**src/rtl/mem_port_arbiter_if.sv**
```systemverilog
// mem_port_arbiter_if: request, response and SRAM-macro signals of the
// two-requester memory port arbiter.
//   Requester A/B : IN_reqX_valid/we/addr/data/wm in, OUT_reqX_ready out
//   Response      : OUT_rsp_valid, OUT_rsp_id, OUT_rsp_data
//   Macro port    : OUT_mem_nce/nwe/addr/data/wm out, IN_mem_data in
// The slave modport is the arbiter's view; master is the clients/macro side.
interface mem_port_arbiter_if #(
  parameter int WORD_SIZE = 32,
  parameter int NUM_WORDS = 1024
);
  localparam int AW  = $clog2(NUM_WORDS);
  localparam int WMW = WORD_SIZE / 8;

  logic                 IN_reqA_valid;
  logic                 OUT_reqA_ready;
  logic                 IN_reqA_we;
  logic [AW-1:0]        IN_reqA_addr;
  logic [WORD_SIZE-1:0] IN_reqA_data;
  logic [WMW-1:0]       IN_reqA_wm;

  logic                 IN_reqB_valid;
  logic                 OUT_reqB_ready;
  logic                 IN_reqB_we;
  logic [AW-1:0]        IN_reqB_addr;
  logic [WORD_SIZE-1:0] IN_reqB_data;
  logic [WMW-1:0]       IN_reqB_wm;

  logic                 OUT_rsp_valid;
  logic                 OUT_rsp_id;
  logic [WORD_SIZE-1:0] OUT_rsp_data;

  logic                 OUT_mem_nce;
  logic                 OUT_mem_nwe;
  logic [AW-1:0]        OUT_mem_addr;
  logic [WORD_SIZE-1:0] OUT_mem_data;
  logic [WMW-1:0]       OUT_mem_wm;
  logic [WORD_SIZE-1:0] IN_mem_data;

  modport slave (
    input  IN_reqA_valid, IN_reqA_we, IN_reqA_addr, IN_reqA_data, IN_reqA_wm,
    input  IN_reqB_valid, IN_reqB_we, IN_reqB_addr, IN_reqB_data, IN_reqB_wm,
    input  IN_mem_data,
    output OUT_reqA_ready, OUT_reqB_ready,
    output OUT_rsp_valid, OUT_rsp_id, OUT_rsp_data,
    output OUT_mem_nce, OUT_mem_nwe, OUT_mem_addr, OUT_mem_data, OUT_mem_wm
  );

  modport master (
    output IN_reqA_valid, IN_reqA_we, IN_reqA_addr, IN_reqA_data, IN_reqA_wm,
    output IN_reqB_valid, IN_reqB_we, IN_reqB_addr, IN_reqB_data, IN_reqB_wm,
    output IN_mem_data,
    input  OUT_reqA_ready, OUT_reqB_ready,
    input  OUT_rsp_valid, OUT_rsp_id, OUT_rsp_data,
    input  OUT_mem_nce, OUT_mem_nwe, OUT_mem_addr, OUT_mem_data, OUT_mem_wm
  );
endinterface

```
**src/rtl/mem_port_arbiter.sv**
```systemverilog
// mem_port_arbiter: round-robin arbiter for the read/write port of the
// byte-masked SRAM macro, with a zero-fill sequencer and a 2-cycle tagged
// read response pipeline.
//   clk, rst_n : clock, asynchronous active-low reset
//   IN_clear   : one-cycle pulse, start a zero-fill (honoured in RUN only)
//   OUT_busy   : high while the array is being zero-filled
//   bus        : requesters A/B, response bus and macro port (slave modport)
module mem_port_arbiter #(
  parameter int WORD_SIZE      = 32,
  parameter int NUM_WORDS      = 1024,
  parameter bit CLEAR_ON_RESET = 1'b1
) (
  input  logic clk,
  input  logic rst_n,
  input  logic IN_clear,
  output logic OUT_busy,
  mem_port_arbiter_if.slave bus
);
  localparam int AW = $clog2(NUM_WORDS);
  localparam logic [AW-1:0] LAST_ADDR = AW'(NUM_WORDS - 1);

  typedef enum logic {ST_CLEAR, ST_RUN} state_e;
  localparam state_e RST_STATE = CLEAR_ON_RESET ? ST_CLEAR : ST_RUN;

  state_e        state_q, state_d;
  logic [AW-1:0] clr_addr_q, clr_addr_d;
  logic          rr_last_q, rr_last_d;   // 0 = A, 1 = B
  logic          s1_valid_q, s1_valid_d;
  logic          s1_id_q, s1_id_d;
  logic          s2_valid_q, s2_valid_d;
  logic          s2_id_q, s2_id_d;

  logic gnt_a, gnt_b, gnt_we;

  // State register
  always_ff @(posedge clk or negedge rst_n) begin
    if (!rst_n) begin
      state_q    <= RST_STATE;
      clr_addr_q <= '0;
      rr_last_q  <= 1'b1;
      s1_valid_q <= 1'b0;
      s1_id_q    <= 1'b0;
      s2_valid_q <= 1'b0;
      s2_id_q    <= 1'b0;
    end else begin
      state_q    <= state_d;
      clr_addr_q <= clr_addr_d;
      rr_last_q  <= rr_last_d;
      s1_valid_q <= s1_valid_d;
      s1_id_q    <= s1_id_d;
      s2_valid_q <= s2_valid_d;
      s2_id_q    <= s2_id_d;
    end
  end

  // Next-state logic
  always_comb begin
    state_d    = state_q;
    clr_addr_d = clr_addr_q;
    rr_last_d  = rr_last_q;
    unique case (state_q)
      ST_CLEAR: begin
        if (clr_addr_q == LAST_ADDR) begin
          state_d    = ST_RUN;
          clr_addr_d = '0;
        end else begin
          clr_addr_d = clr_addr_q + AW'(1);
        end
      end
      ST_RUN: begin
        if (IN_clear) state_d = ST_CLEAR;
      end
    endcase
    if (gnt_a)      rr_last_d = 1'b0;
    else if (gnt_b) rr_last_d = 1'b1;
    s1_valid_d = (gnt_a | gnt_b) & ~gnt_we;
    s1_id_d    = gnt_b;
    s2_valid_d = s1_valid_q;
    s2_id_d    = s1_id_q;
  end

  // Output logic: grant and macro drive. Gated by rst_n so the macro and
  // readies show their idle values for the whole time reset is held, not
  // just from the next edge.
  always_comb begin
    gnt_a            = 1'b0;
    gnt_b            = 1'b0;
    gnt_we           = 1'b0;
    bus.OUT_mem_nce  = 1'b1;
    bus.OUT_mem_nwe  = 1'b1;
    bus.OUT_mem_addr = '0;
    bus.OUT_mem_data = '0;
    bus.OUT_mem_wm   = '0;
    if (rst_n) begin
      unique case (state_q)
        ST_CLEAR: begin
          bus.OUT_mem_nce  = 1'b0;
          bus.OUT_mem_nwe  = 1'b0;
          bus.OUT_mem_addr = clr_addr_q;
          bus.OUT_mem_data = '0;
          bus.OUT_mem_wm   = '1;
        end
        ST_RUN: begin
          if (!IN_clear) begin
            // On a tie the requester that was not granted last wins.
            gnt_a = bus.IN_reqA_valid & (~bus.IN_reqB_valid | rr_last_q);
            gnt_b = bus.IN_reqB_valid & (~bus.IN_reqA_valid | ~rr_last_q);
          end
          if (gnt_a) begin
            gnt_we           = bus.IN_reqA_we;
            bus.OUT_mem_nce  = 1'b0;
            bus.OUT_mem_nwe  = ~bus.IN_reqA_we;
            bus.OUT_mem_addr = bus.IN_reqA_addr;
            bus.OUT_mem_data = bus.IN_reqA_data;
            bus.OUT_mem_wm   = bus.IN_reqA_wm;
          end else if (gnt_b) begin
            gnt_we           = bus.IN_reqB_we;
            bus.OUT_mem_nce  = 1'b0;
            bus.OUT_mem_nwe  = ~bus.IN_reqB_we;
            bus.OUT_mem_addr = bus.IN_reqB_addr;
            bus.OUT_mem_data = bus.IN_reqB_data;
            bus.OUT_mem_wm   = bus.IN_reqB_wm;
          end
        end
      endcase
    end
  end

  assign OUT_busy           = (state_q == ST_CLEAR);
  assign bus.OUT_reqA_ready = gnt_a;
  assign bus.OUT_reqB_ready = gnt_b;
  assign bus.OUT_rsp_valid  = s2_valid_q;
  assign bus.OUT_rsp_id     = s2_id_q;
  assign bus.OUT_rsp_data   = bus.IN_mem_data;
endmodule
```
**src/flat_wrapper.sv**
```systemverilog
// flat-port wrapper written by rule: the top's interface ports become plain ports
module mem_port_arbiter_flat 
#(
  parameter int WORD_SIZE      = 32,
  parameter int NUM_WORDS      = 1024,
  parameter bit CLEAR_ON_RESET = 1'b1
)
  (clk, rst_n, IN_clear, OUT_busy, bus_IN_reqA_valid, bus_IN_reqA_we, bus_IN_reqA_addr, bus_IN_reqA_data, bus_IN_reqA_wm, bus_IN_reqB_valid, bus_IN_reqB_we, bus_IN_reqB_addr, bus_IN_reqB_data, bus_IN_reqB_wm, bus_IN_mem_data, bus_OUT_reqA_ready, bus_OUT_reqB_ready, bus_OUT_rsp_valid, bus_OUT_rsp_id, bus_OUT_rsp_data, bus_OUT_mem_nce, bus_OUT_mem_nwe, bus_OUT_mem_addr, bus_OUT_mem_data, bus_OUT_mem_wm);
  mem_port_arbiter_if #(.WORD_SIZE(WORD_SIZE), .NUM_WORDS(NUM_WORDS)) bus_i ();
  input  logic clk;
  input  logic rst_n;
  input  logic IN_clear;
  output logic OUT_busy;
  input wire logic [$bits(bus_i.IN_reqA_valid)-1:0] bus_IN_reqA_valid;
  input wire logic [$bits(bus_i.IN_reqA_we)-1:0] bus_IN_reqA_we;
  input wire logic [$bits(bus_i.IN_reqA_addr)-1:0] bus_IN_reqA_addr;
  input wire logic [$bits(bus_i.IN_reqA_data)-1:0] bus_IN_reqA_data;
  input wire logic [$bits(bus_i.IN_reqA_wm)-1:0] bus_IN_reqA_wm;
  input wire logic [$bits(bus_i.IN_reqB_valid)-1:0] bus_IN_reqB_valid;
  input wire logic [$bits(bus_i.IN_reqB_we)-1:0] bus_IN_reqB_we;
  input wire logic [$bits(bus_i.IN_reqB_addr)-1:0] bus_IN_reqB_addr;
  input wire logic [$bits(bus_i.IN_reqB_data)-1:0] bus_IN_reqB_data;
  input wire logic [$bits(bus_i.IN_reqB_wm)-1:0] bus_IN_reqB_wm;
  input wire logic [$bits(bus_i.IN_mem_data)-1:0] bus_IN_mem_data;
  output wire logic [$bits(bus_i.OUT_reqA_ready)-1:0] bus_OUT_reqA_ready;
  output wire logic [$bits(bus_i.OUT_reqB_ready)-1:0] bus_OUT_reqB_ready;
  output wire logic [$bits(bus_i.OUT_rsp_valid)-1:0] bus_OUT_rsp_valid;
  output wire logic [$bits(bus_i.OUT_rsp_id)-1:0] bus_OUT_rsp_id;
  output wire logic [$bits(bus_i.OUT_rsp_data)-1:0] bus_OUT_rsp_data;
  output wire logic [$bits(bus_i.OUT_mem_nce)-1:0] bus_OUT_mem_nce;
  output wire logic [$bits(bus_i.OUT_mem_nwe)-1:0] bus_OUT_mem_nwe;
  output wire logic [$bits(bus_i.OUT_mem_addr)-1:0] bus_OUT_mem_addr;
  output wire logic [$bits(bus_i.OUT_mem_data)-1:0] bus_OUT_mem_data;
  output wire logic [$bits(bus_i.OUT_mem_wm)-1:0] bus_OUT_mem_wm;
  assign bus_i.IN_reqA_valid = bus_IN_reqA_valid;
  assign bus_i.IN_reqA_we = bus_IN_reqA_we;
  assign bus_i.IN_reqA_addr = bus_IN_reqA_addr;
  assign bus_i.IN_reqA_data = bus_IN_reqA_data;
  assign bus_i.IN_reqA_wm = bus_IN_reqA_wm;
  assign bus_i.IN_reqB_valid = bus_IN_reqB_valid;
  assign bus_i.IN_reqB_we = bus_IN_reqB_we;
  assign bus_i.IN_reqB_addr = bus_IN_reqB_addr;
  assign bus_i.IN_reqB_data = bus_IN_reqB_data;
  assign bus_i.IN_reqB_wm = bus_IN_reqB_wm;
  assign bus_i.IN_mem_data = bus_IN_mem_data;
  assign bus_OUT_reqA_ready = bus_i.OUT_reqA_ready;
  assign bus_OUT_reqB_ready = bus_i.OUT_reqB_ready;
  assign bus_OUT_rsp_valid = bus_i.OUT_rsp_valid;
  assign bus_OUT_rsp_id = bus_i.OUT_rsp_id;
  assign bus_OUT_rsp_data = bus_i.OUT_rsp_data;
  assign bus_OUT_mem_nce = bus_i.OUT_mem_nce;
  assign bus_OUT_mem_nwe = bus_i.OUT_mem_nwe;
  assign bus_OUT_mem_addr = bus_i.OUT_mem_addr;
  assign bus_OUT_mem_data = bus_i.OUT_mem_data;
  assign bus_OUT_mem_wm = bus_i.OUT_mem_wm;
  mem_port_arbiter #(.WORD_SIZE(WORD_SIZE), .NUM_WORDS(NUM_WORDS), .CLEAR_ON_RESET(CLEAR_ON_RESET)) u_core (.clk(clk), .rst_n(rst_n), .IN_clear(IN_clear), .OUT_busy(OUT_busy), .bus(bus_i));
endmodule
```
**config.mk**
```make
export PLATFORM = sky130hd
export DESIGN_NAME = mem_port_arbiter_flat
export DESIGN_NICKNAME = d
export VERILOG_FILES = /design/src/rtl/mem_port_arbiter_if.sv /design/src/rtl/mem_port_arbiter.sv /design/src/flat_wrapper.sv
export SDC_FILE = /design/constraint.sdc
export NUM_CORES = 1
export LEC_CHECK = 0
export BUFFER_PORTS_ARGS = -buffer_cell sky130_fd_sc_hd__buf_2
export CORE_MARGIN = 5
export CORE_UTILIZATION = 29
export CTS_CLUSTER_SIZE = 10
export DETAILED_ROUTE_END_ITERATION = 12
export HOLD_SLACK_MARGIN = 0.02
export PLACE_DENSITY_LB_ADDON = 0.25
export SLEW_MARGIN = 20
export SYNTH_ARGS = -nofsm -noshare
export SYNTH_HDL_FRONTEND = slang
export SYNTH_SLANG_ARGS = --single-unit
```
**constraint.sdc**
```tcl
create_clock -name clk -period 1.4 [get_ports clk]
set_input_delay 0 -clock clk [delete_from_list [all_inputs] [get_ports clk]]
set_output_delay 0 -clock clk [all_outputs]
set_load 0.05 [all_outputs]
```
Word level (Yosys, flattened, before mapping):

Cells that the tools add are included.

* register bits after elaboration: 16
* output and inout bits: 85
* logic and storage cells: 63

* add/subtract/negate cells: 1
* eq/ne operators: 1
* multiplexer cells: 40
* bitwise operators: 13
* reduce and logical (&&, ||, !) cells: 1

Operators with widths (count)
* $mux 32: 3
* $pmux 32 s2: 1
* $mux 10: 4
* $mux 1: 24
* $pmux 10 s2: 1
* $mux 4: 3
* $add 10x1->10 const B: 1
* $eq 10x10->1 const B: 1
* $pmux 4 s2: 1
* $not 1->1: 7
* $pmux 1 s2: 3
* $and 1x1->1: 3
* $or 1x1->1: 3
* $reduce_bool 2->1: 1

Longest topological paths before layout:

Gate-level depths: netlist of the first run.

* depth in word-level cells: 12
* mapped depth: 5
* gate-level depth less buffers: 4

Least setup slack after synthesis of the first run:

No wires, ideal clock.

* path type: register to output
* from: register u_core.state_q
* to: output bus_OUT_mem_nce
* data arrival time: 2.251 ns
* required time: 1.400 ns
* path slack: -0.851 ns
* cell stages (with the launch flop): 5
* cells stage by stage: dfrtp_1 buf_4 clkinv_1 clkbuf_1 o21ai_0

* word-level cells in the longest chain between the ends: 3

RTL lines
* start, declared: line mem_port_arbiter.sv:25 `state_e state_q, state_d;`
* start signal, assigned: line mem_port_arbiter.sv:46 `state_q <= state_d;`
* $not 1->1
* net OUT_busy: line flat_wrapper.sv:13 `output logic OUT_busy;`
* $pmux 1 s2: line mem_port_arbiter.sv:95 `unique case (state_q)`
* $mux 1: line mem_port_arbiter.sv:94 `if (rst_n) begin`
* end, declared: line flat_wrapper.sv:30 `output wire logic [$bits(bus_i.OUT_mem_nce)-1:0] bus_OUT_mem_nce;`

The timed path passes the listed nets, and every way through them passes these cells.

Worst setup path after layout of the first run:

* from: register u_core.rr_last_q
* to: output bus_OUT_mem_data[0]

* word-level cells in the longest chain between the ends: 10
* elaborated cells between the ends (all ways): 15
* classes of those cells: mux: 10; bitwise: 5

RTL lines
* start, declared: line mem_port_arbiter.sv:27 `logic rr_last_q, rr_last_d;`
* start signal, assigned: line mem_port_arbiter.sv:48 `rr_last_q <= rr_last_d;`
* $not 1->1: line mem_port_arbiter.sv:107 `gnt_b = bus.IN_reqB_valid & (~bus.IN_reqA_valid | ~rr_last_q);`
* $or 1x1->1: line mem_port_arbiter.sv:107
* $and 1x1->1: line mem_port_arbiter.sv:107
* $mux 1: line mem_port_arbiter.sv:104 `if (!IN_clear) begin`
* $mux 1: line mem_port_arbiter.sv:95
* $mux 1: line mem_port_arbiter.sv:94
* $mux 32: line mem_port_arbiter.sv:116 `end else if (gnt_b) begin`
* $mux 32 (*): line mem_port_arbiter.sv:109 `if (gnt_a) begin`
* $pmux 32 s2 (*): line mem_port_arbiter.sv:95
* $mux 32 (*): line mem_port_arbiter.sv:94
* end, declared: line flat_wrapper.sv:33 `output wire logic [$bits(bus_i.OUT_mem_data)-1:0] bus_OUT_mem_data;`

Mark *: on every way between the ends. The rest lies on a longest branch, timed or not. The select of a mux whose other input is x is not followed.

==> flow_results.xml, run 1 <==
<?xml version="1.0" encoding="UTF-8"?>
<metrics>
  <group name="status">
    <metric name="run_status" unit="">finished, violations left</metric>
    <metric name="violations" unit="">negative setup slack</metric>
  </group>
  <group name="clocking">
    <metric name="clock-sinks" unit="">16</metric>
    <metric name="clock_tree.htree_level_count" unit="">1</metric>
    <metric name="cts_tree" unit="">yes</metric>
    <metric name="root_buffer" unit="">sky130_fd_sc_hd__clkbuf_8</metric>
    <metric name="cts_buffer_depth" unit="">2</metric>
    <metric name="clk-insertion-delay-late" unit="ns">0.25</metric>
    <metric name="cts_buffers" unit="">3</metric>
    <metric name="clkTransAtPathRegs" unit="ns">0.07</metric>
  </group>
  <group name="critical_path">
    <metric name="cp-end-kind" unit="">output pin</metric>
    <metric name="crit_path_top_delay_cell" unit="">sky130_fd_sc_hd__dfstp_2</metric>
    <metric name="crit_path_max_fanout" unit="">6</metric>
    <metric name="critical-path-max-stage-delay" unit="ns">0.54</metric>
    <metric name="criticalPathCategory" unit="">register to output pin</metric>
    <metric name="critical_path.startpoint_type" unit="">register</metric>
    <metric name="path_cells" unit="">buf_4 &gt; a21boi_4 &gt; nor3b_4 &gt; buf_12 &gt; clkbuf_16 &gt; a22o_4 &gt; buf_8</metric>
    <metric name="timing.critical_path.required" unit="ns">1.40</metric>
    <metric name="critical_path_arrival" unit="ns">1.81</metric>
  </group>
  <group name="floorplanning">
    <metric name="floorplan.initialDensity" unit="%">29.90</metric>
    <metric name="dieArea" unit="um^2">7324</metric>
    <metric name="boundary_pins" unit="">216</metric>
    <metric name="die_width" unit="um">85.58</metric>
    <metric name="fp-row-count" unit="">27</metric>
    <metric name="coreArea" unit="um^2">5540</metric>
    <metric name="die_height" unit="um">85.58</metric>
  </group>
  <group name="place">
    <metric name="placed_cells_incl_taps" unit="">400</metric>
    <metric name="detailed_place.area" unit="um^2">2786</metric>
    <metric name="dp_worst_setup_slack" unit="ns">-0.2060</metric>
    <metric name="place.port_buffers" unit="">151</metric>
    <metric name="place.gp.congestion" unit="">0.7786</metric>
    <metric name="dp_hpwl" unit="mm">5.437</metric>
  </group>
  <group name="global_route">
    <metric name="largest_net_degree_at_the_start_of_global_routing" unit="">23</metric>
    <metric name="global_route.usage.total" unit="%">22.39</metric>
    <metric name="first_global_vias" unit="">2565</metric>
    <metric name="grt_pass1_wl" unit="mm">13.25</metric>
    <metric name="grt_remaining_overflow" unit="">0</metric>
    <metric name="number_of_antenna_violations_at_the_first_check_in_global_routing" unit="">0</metric>
  </group>
  <group name="finish">
    <metric name="fin_cells" unit="">457</metric>
    <metric name="most-common-layout-cells" unit="">101 x sky130_fd_sc_hd__buf_2, 37 x sky130_fd_sc_hd__buf_8, 34 x sky130_fd_sc_hd__dlygate4sd3_1, 32 x sky130_fd_sc_hd__a22o_4, 24 x sky130_fd_sc_hd__buf_6</metric>
    <metric name="design.final.nets" unit="">518</metric>
    <metric name="final_layout_size_suffix_gt1_share" unit="%">70.65</metric>
    <metric name="post-route-cell-area" unit="um^2">4118</metric>
    <metric name="syn2layout_area_growth" unit="%">148.6</metric>
    <metric name="final_common_cell" unit="">sky130_fd_sc_hd__buf_2</metric>
    <metric name="fin_util" unit="%">74.32</metric>
    <metric name="antennaDiodeCount" unit="">0</metric>
  </group>
  <group name="logic_synthesis">
    <metric name="largest_family_of_logic_cells_by_synthesized_area" unit="">compound AO/OA/AOI/OAI gates</metric>
    <metric name="leading_register_cell_type_out_of_synthesis" unit="">sky130_fd_sc_hd__dfrtp_1</metric>
    <metric name="compound_gate_portion_of_the_synthesized_area" unit="%">35.50</metric>
    <metric name="ys_async_sr_fraction" unit="%">100.0</metric>
    <metric name="xor_and_xnor_area_share_after_synthesis" unit="%">3.172</metric>
    <metric name="count_of_different_cell_masters_after_synthesis" unit="">35</metric>
    <metric name="number_of_instances_in_the_synthesized_netlist" unit="">204</metric>
    <metric name="average_instance_area_after_synthesis" unit="um^2">8.121</metric>
    <metric name="number_of_synthesized_register_bits" unit="">16</metric>
    <metric name="synth_seq_area_share" unit="%">24.24</metric>
    <metric name="synth_area" unit="um^2">1657</metric>
    <metric name="synthMuxAreaShare" unit="%">0</metric>
    <metric name="yosysWarnings" unit="">0</metric>
    <metric name="synth_simple_gate_area_share" unit="%">15.63</metric>
    <metric name="synth_edf_count" unit="">0</metric>
    <metric name="synth_fa_ha_area_share" unit="%">0.7553</metric>
    <metric name="synth.net_count" unit="">336</metric>
  </group>
  <group name="power_and_ir_drop">
    <metric name="worst_ir_drop_vdd" unit="mV">0.4350</metric>
    <metric name="power.leakage" unit="nW">1.941</metric>
    <metric name="power_density" unit="nW/um^2">362.4</metric>
    <metric name="finalPower" unit="mW">1.492</metric>
  </group>
  <group name="detailed_routing">
    <metric name="finalWirelength" unit="mm">9.328</metric>
    <metric name="initialDrtViolationCount" unit="">150</metric>
    <metric name="routed-via-count" unit="">2388</metric>
    <metric name="drc_errors" unit="">0</metric>
    <metric name="drtPass1Iterations" unit="">5</metric>
    <metric name="drt_via_density" unit="">5.225</metric>
    <metric name="routed_wl_per_cell" unit="um">20.41</metric>
    <metric name="antenna_left" unit="">0</metric>
  </group>
  <group name="job">
    <metric name="drv_cap" unit="">0</metric>
  </group>
  <group name="timing">
    <metric name="timing.final.crit_period" unit="ns">1.806</metric>
    <metric name="finalSetupViolCount" unit="">54</metric>
    <metric name="timing.final.ws_setup" unit="ns">-0.4059</metric>
    <metric name="fmax" unit="MHz">553.7</metric>
    <metric name="worst-slew-pin-transition" unit="ns">0.7137</metric>
    <metric name="finalSetupTns" unit="ns">-17.16</metric>
    <metric name="finalHoldWorstSlack" unit="ns">0.08726</metric>
    <metric name="setup_repair_after_global_routing_missed_its_margin" unit="">true</metric>
    <metric name="skew" unit="ns">0.004403</metric>
    <metric name="final_hold_viol_count" unit="">0</metric>
    <metric name="maxSlewHeadroom" unit="%">52.26</metric>
    <metric name="fin_crit_sh" unit="%">129.0</metric>
    <metric name="report.final.slew_viol_count" unit="">0</metric>
  </group>
  <group name="worst_hold_path">
    <metric name="hp-class" unit="">input port to register</metric>
  </group>
</metrics>
-- power breakdown --
part / switching (mW) / internal (mW) / total (mW)
registers: 0 / 0.462 / 0.462
clock network: 0.165 / 0.202 / 0.367
logic: 0.425 / 0.238 / 0.663
total: 0.589 / 0.903 / 1.49
-- layer usage --
metal | vias up | share of wire (%) | track usage, %
met4 | 0 | 1.6 | 3.309
met5 | - | 0 | 0
li1 | 1109 | - | -
met3 | 12 | 7.0 | 5.283
met2 | 123 | 55 | 41.88
met1 | 1144 | 36 | 26.26
-- cell usage after synthesis (2+ instances only) --
cell | count | area share [%]
sky130_fd_sc_hd__inv_1 | 3 | 0.68
sky130_fd_sc_hd__xnor2_1 | 2 | 1.1
sky130_fd_sc_hd__a22o_1 | 32 | 17
sky130_fd_sc_hd__nand3b_1 | 2 | 0.91
sky130_fd_sc_hd__nand2_1 | 7 | 1.6
sky130_fd_sc_hd__a21oi_1 | 17 | 5.1
sky130_fd_sc_hd__nor2_1 | 3 | 0.68
sky130_fd_sc_hd__dfrtp_1 | 15 | 23
sky130_fd_sc_hd__nor3_1 | 2 | 0.60
sky130_fd_sc_hd__buf_4 | 37 | 17
sky130_fd_sc_hd__nand4_1 | 3 | 1.1
sky130_fd_sc_hd__buf_2 | 4 | 1.2
sky130_fd_sc_hd__nand3_1 | 19 | 5.7
sky130_fd_sc_hd__clkinv_1 | 2 | 0.45
sky130_fd_sc_hd__a31oi_1 | 14 | 5.3
sky130_fd_sc_hd__xor2_1 | 4 | 2.1
sky130_fd_sc_hd__a21o_1 | 2 | 0.91
sky130_fd_sc_hd__o21ai_0 | 13 | 3.9
sky130_fd_sc_hd__clkbuf_1 | 6 | 1.4
sky130_fd_sc_hd__or3_1 | 2 | 0.76
-- layout make-up --
cell class	count	area, um^2
sequential	16	402.9
tap	72	90.09
fill	372	1423
timing repair buffer	225	2027
multi-input combinational	135	1534
clock buffer	4	45.04
inverter	5	18.77
-- flip-flops by register name (all words and copies together), names as in the netlist --
name / flops
u_core.s1_id_q: 1
u_core.s1_valid_q: 1
u_core.bus.OUT_rsp_valid: 1
u_core.clr_addr_q: 10
u_core.state_q: 1
u_core.bus.OUT_rsp_id: 1
u_core.rr_last_q: 1
-- timing repair --
item / in CTS / in global routing
cloned: 5 / 3
gates resized for setup: 167 / 23
buffers inserted: 11 / 5
setup endpoints to repair: 51 / 59
hold buffers: 34 / 0
pin swaps: 16 / 13
hold endpoints to repair: 47 / 0
-- worst max-delay path: cells and delay by family (launching register included) --
kind,cells,cell delay (ns)
DFF,1,0.54
buffers and inverters,4,0.58
and+or+nand+nor,1,0.16
AOI/OAI and AO/OA,2,0.27
-- final timing paths --
path,from,end,slack (ns),depth (start not counted)
min,bus_IN_reqA_we,u_core.s1_valid_q,0.09,3
max in group asynchronous,rst_n,u_core.state_q,0.31,3
min in group asynchronous,rst_n,u_core.rr_last_q,0.53,3
max,u_core.rr_last_q,bus_OUT_mem_data[0],-0.41,7
min reg2reg,u_core.s1_valid_q,u_core.bus.OUT_rsp_valid,0.35,0
max reg2reg,u_core.rr_last_q,u_core.rr_last_q,-0.15,6
-- logic make-up after synthesis --
group	Yosys count
xor+xnor	6
buf+inv	53
compound gates	84
flops	16
simple gates	44
fa+ha+maj	1
Note: power is estimated with default switching activity, not from simulation.
==> run 2, diff against run 1 <==
- CORE_AREA: default -> 2 2 84 86
- CORE_MARGIN: 5 -> default
- CORE_UTILIZATION: 29 -> default
- DIE_AREA: default -> 0 0 86 88
- REMOVE_ABC_BUFFERS: default -> 1
==> flow_results.xml, run 2 (synthesized netlist as in run 1, its figures left out) <==
<?xml version="1.0" encoding="UTF-8"?>
<metrics>
  <group name="detailed_routing">
    <metric name="drtPass1Iterations" unit="">5</metric>
    <metric name="initialDrtViolationCount" unit="">282</metric>
    <metric name="routed_wl_per_cell" unit="um">21.18</metric>
    <metric name="finalWirelength" unit="mm">9.721</metric>
    <metric name="drt_via_density" unit="">5.198</metric>
    <metric name="routed-via-count" unit="">2386</metric>
    <metric name="antenna_left" unit="">0</metric>
    <metric name="drc_errors" unit="">0</metric>
  </group>
  <group name="timing">
    <metric name="skew" unit="ns">0.002913</metric>
    <metric name="finalSetupViolCount" unit="">52</metric>
    <metric name="fin_crit_sh" unit="%">126.2</metric>
    <metric name="fmax" unit="MHz">565.9</metric>
    <metric name="worst-slew-pin-transition" unit="ns">0.7784</metric>
    <metric name="final_hold_viol_count" unit="">0</metric>
    <metric name="timing.final.crit_period" unit="ns">1.767</metric>
    <metric name="report.final.slew_viol_count" unit="">0</metric>
    <metric name="timing.final.ws_setup" unit="ns">-0.3671</metric>
    <metric name="setup_repair_after_global_routing_missed_its_margin" unit="">true</metric>
    <metric name="maxSlewHeadroom" unit="%">47.93</metric>
  </group>
  <group name="global_route">
    <metric name="global_route.usage.total" unit="%">21.08</metric>
    <metric name="largest_net_degree_at_the_start_of_global_routing" unit="">35</metric>
    <metric name="grt_remaining_overflow" unit="">0</metric>
    <metric name="number_of_antenna_violations_at_the_first_check_in_global_routing" unit="">1</metric>
    <metric name="grt_pass1_wl" unit="mm">12.01</metric>
    <metric name="first_global_vias" unit="">2048</metric>
  </group>
  <group name="clocking">
    <metric name="cts_buffer_depth" unit="">2</metric>
    <metric name="cts_buffers" unit="">3</metric>
    <metric name="clock_tree.htree_level_count" unit="">1</metric>
    <metric name="clk-insertion-delay-late" unit="ns">0.25</metric>
    <metric name="root_buffer" unit="">sky130_fd_sc_hd__clkbuf_8</metric>
    <metric name="cts_tree" unit="">yes</metric>
    <metric name="clock-sinks" unit="">16</metric>
    <metric name="clkTransAtPathRegs" unit="ns">0.07</metric>
  </group>
  <group name="finish">
    <metric name="syn2layout_area_growth" unit="%">104.8</metric>
    <metric name="regMostFlops" unit="">u_core.clr_addr_q</metric>
    <metric name="antennaDiodeCount" unit="">0</metric>
    <metric name="n_fill_cell" unit="">630</metric>
    <metric name="final_common_cell" unit="">sky130_fd_sc_hd__buf_2</metric>
    <metric name="seq_area" unit="um^2">401.6</metric>
    <metric name="design.final.nets" unit="">512</metric>
    <metric name="post-route-cell-area" unit="um^2">3393</metric>
    <metric name="most-common-layout-cells" unit="">101 x sky130_fd_sc_hd__buf_2, 45 x sky130_fd_sc_hd__buf_6, 34 x sky130_fd_sc_hd__dlygate4sd3_1, 30 x sky130_fd_sc_hd__a22o_1, 28 x sky130_fd_sc_hd__buf_4</metric>
    <metric name="multi_input_area" unit="um^2">1027</metric>
    <metric name="final_layout_size_suffix_gt1_share" unit="%">55.94</metric>
    <metric name="largest_reg_flops" unit="">10</metric>
  </group>
  <group name="power_and_ir_drop">
    <metric name="power.leakage" unit="nW">1.633</metric>
    <metric name="finalPower" unit="mW">1.462</metric>
    <metric name="power_density" unit="nW/um^2">430.9</metric>
    <metric name="worst_ir_drop_vdd" unit="mV">0.2254</metric>
  </group>
  <group name="floorplanning">
    <metric name="die_height" unit="um">88</metric>
    <metric name="fp-row-count" unit="">30</metric>
    <metric name="boundary_pins" unit="">216</metric>
    <metric name="dieArea" unit="um^2">7568</metric>
    <metric name="coreArea" unit="um^2">6644</metric>
    <metric name="floorplan.initialDensity" unit="%">24.93</metric>
    <metric name="die_width" unit="um">86</metric>
  </group>
  <group name="status">
    <metric name="violations" unit="">negative setup slack</metric>
    <metric name="run_status" unit="">finished, violations left</metric>
  </group>
  <group name="critical_path">
    <metric name="timing.critical_path.mode_cell" unit="">sky130_fd_sc_hd__buf_6</metric>
    <metric name="critical_path.startpoint_type" unit="">register</metric>
    <metric name="crit_path_max_fanout" unit="">4</metric>
    <metric name="family_of_cells_with_the_greatest_summed_delay_on_the_critical_path" unit="">flip-flops</metric>
    <metric name="criticalPathCategory" unit="">register to output pin</metric>
    <metric name="critical_path_arrival" unit="ns">1.77</metric>
    <metric name="cp-end-kind" unit="">output pin</metric>
    <metric name="path_cells" unit="">buf_6 &gt; a21boi_2 &gt; nor3b_4 &gt; buf_6 &gt; clkbuf_16 &gt; a22o_4 &gt; buf_6</metric>
    <metric name="crit_path_top_delay_cell" unit="">sky130_fd_sc_hd__dfstp_2</metric>
    <metric name="path_buf_inv" unit="">4</metric>
    <metric name="timing.critical_path.required" unit="ns">1.40</metric>
    <metric name="critical-path-max-stage-delay" unit="ns">0.54</metric>
  </group>
  <group name="worst_hold_path">
    <metric name="hp-class" unit="">input port to register</metric>
  </group>
  <group name="place">
    <metric name="dp_worst_setup_slack" unit="ns">-0.2271</metric>
    <metric name="dp_hpwl" unit="mm">6.011</metric>
    <metric name="place.port_buffers" unit="">151</metric>
    <metric name="place.gp.congestion" unit="">0.7529</metric>
    <metric name="detailed_place.area" unit="um^2">2369</metric>
  </group>
  <group name="job">
    <metric name="drv_cap" unit="">0</metric>
  </group>
</metrics>
==> run 2: per-stage QoR <==
stage | std cells | hold WS (ns) | util (%) | TNS [ns]
6_report | 459 | 0.03496 | 51.07 | -15.47
5_1_grt | 459 | 0.03118 | 51.07 | -19.25
3_3_place_gp | 406 | 0.0004873 | 35.65 | -3.966
4_1_cts | 454 | 0.02778 | 47.65 | -14.53
2_1_floorplan | 156 | -0.2956 | - | -60.65
3_5_place_dp | 406 | 0.0004873 | 35.65 | -5.426
==> run 2: where the power goes <==
| part | total (mW) | internal (mW) | leakage [nW] | switching [mW] |
|---|---|---|---|---|
| Sequential | 0.462 | 0.462 | 0.205 | 0 |
| Clock | 0.377 | 0.202 | 0.0228 | 0.175 |
| Combinational | 0.623 | 0.227 | 1.40 | 0.396 |
==> run 2: area by class of cell <==
class,count,share of cell area (%)
well taps,80,2.950
clock buffers,4,1.327
flip-flops and latches,16,11.84
repair buffers,219,52.99
inverters,5,0.6268
multi-input cells,135,30.27
==> run 2: worst paths after layout <==
kind                                       start                     to  slack (ns)  cells past startpoint
worst max-delay path            u_core.rr_last_q   bus_OUT_mem_data[12]       -0.37                      7
worst min-delay path              bus_IN_reqA_we      u_core.s1_valid_q        0.03                      3
worst max register to register    u_core.state_q   u_core.clr_addr_q[5]       -0.09                      4
worst min register to register    u_core.s1_id_q  u_core.bus.OUT_rsp_id        0.35                      0
max in group asynchronous                  rst_n   u_core.clr_addr_q[6]        0.29                      3
min in group asynchronous                  rst_n       u_core.rr_last_q        0.53                      3
==> run 2: tightest hold or removal path, stage by stage <==
cell and delay [ns]:
sky130_fd_sc_hd__buf_2 0.09, sky130_fd_sc_hd__nand3b_1 0.10, sky130_fd_sc_hd__a21oi_1 0.06
==> run 2: layer usage <==
| metal | wire [um] | track usage (%) |
|---|---|---|
| met5 | 16 | 0 |
| met4 | 142 | 5.051 |
| met3 | 756 | 3.770 |
| met2 | 4561 | 29.67 |
| met1 | 4244 | 32.80 |
==> run 2: repair_timing <==
item	in CTS	in global routing
buffers inserted	9	4
gates resized for setup	102	30
hold buffers	34	0
pin swaps	15	7
hold endpoints to repair	47	0
endpoints found under the setup margin	54	58
gates cloned	1	4
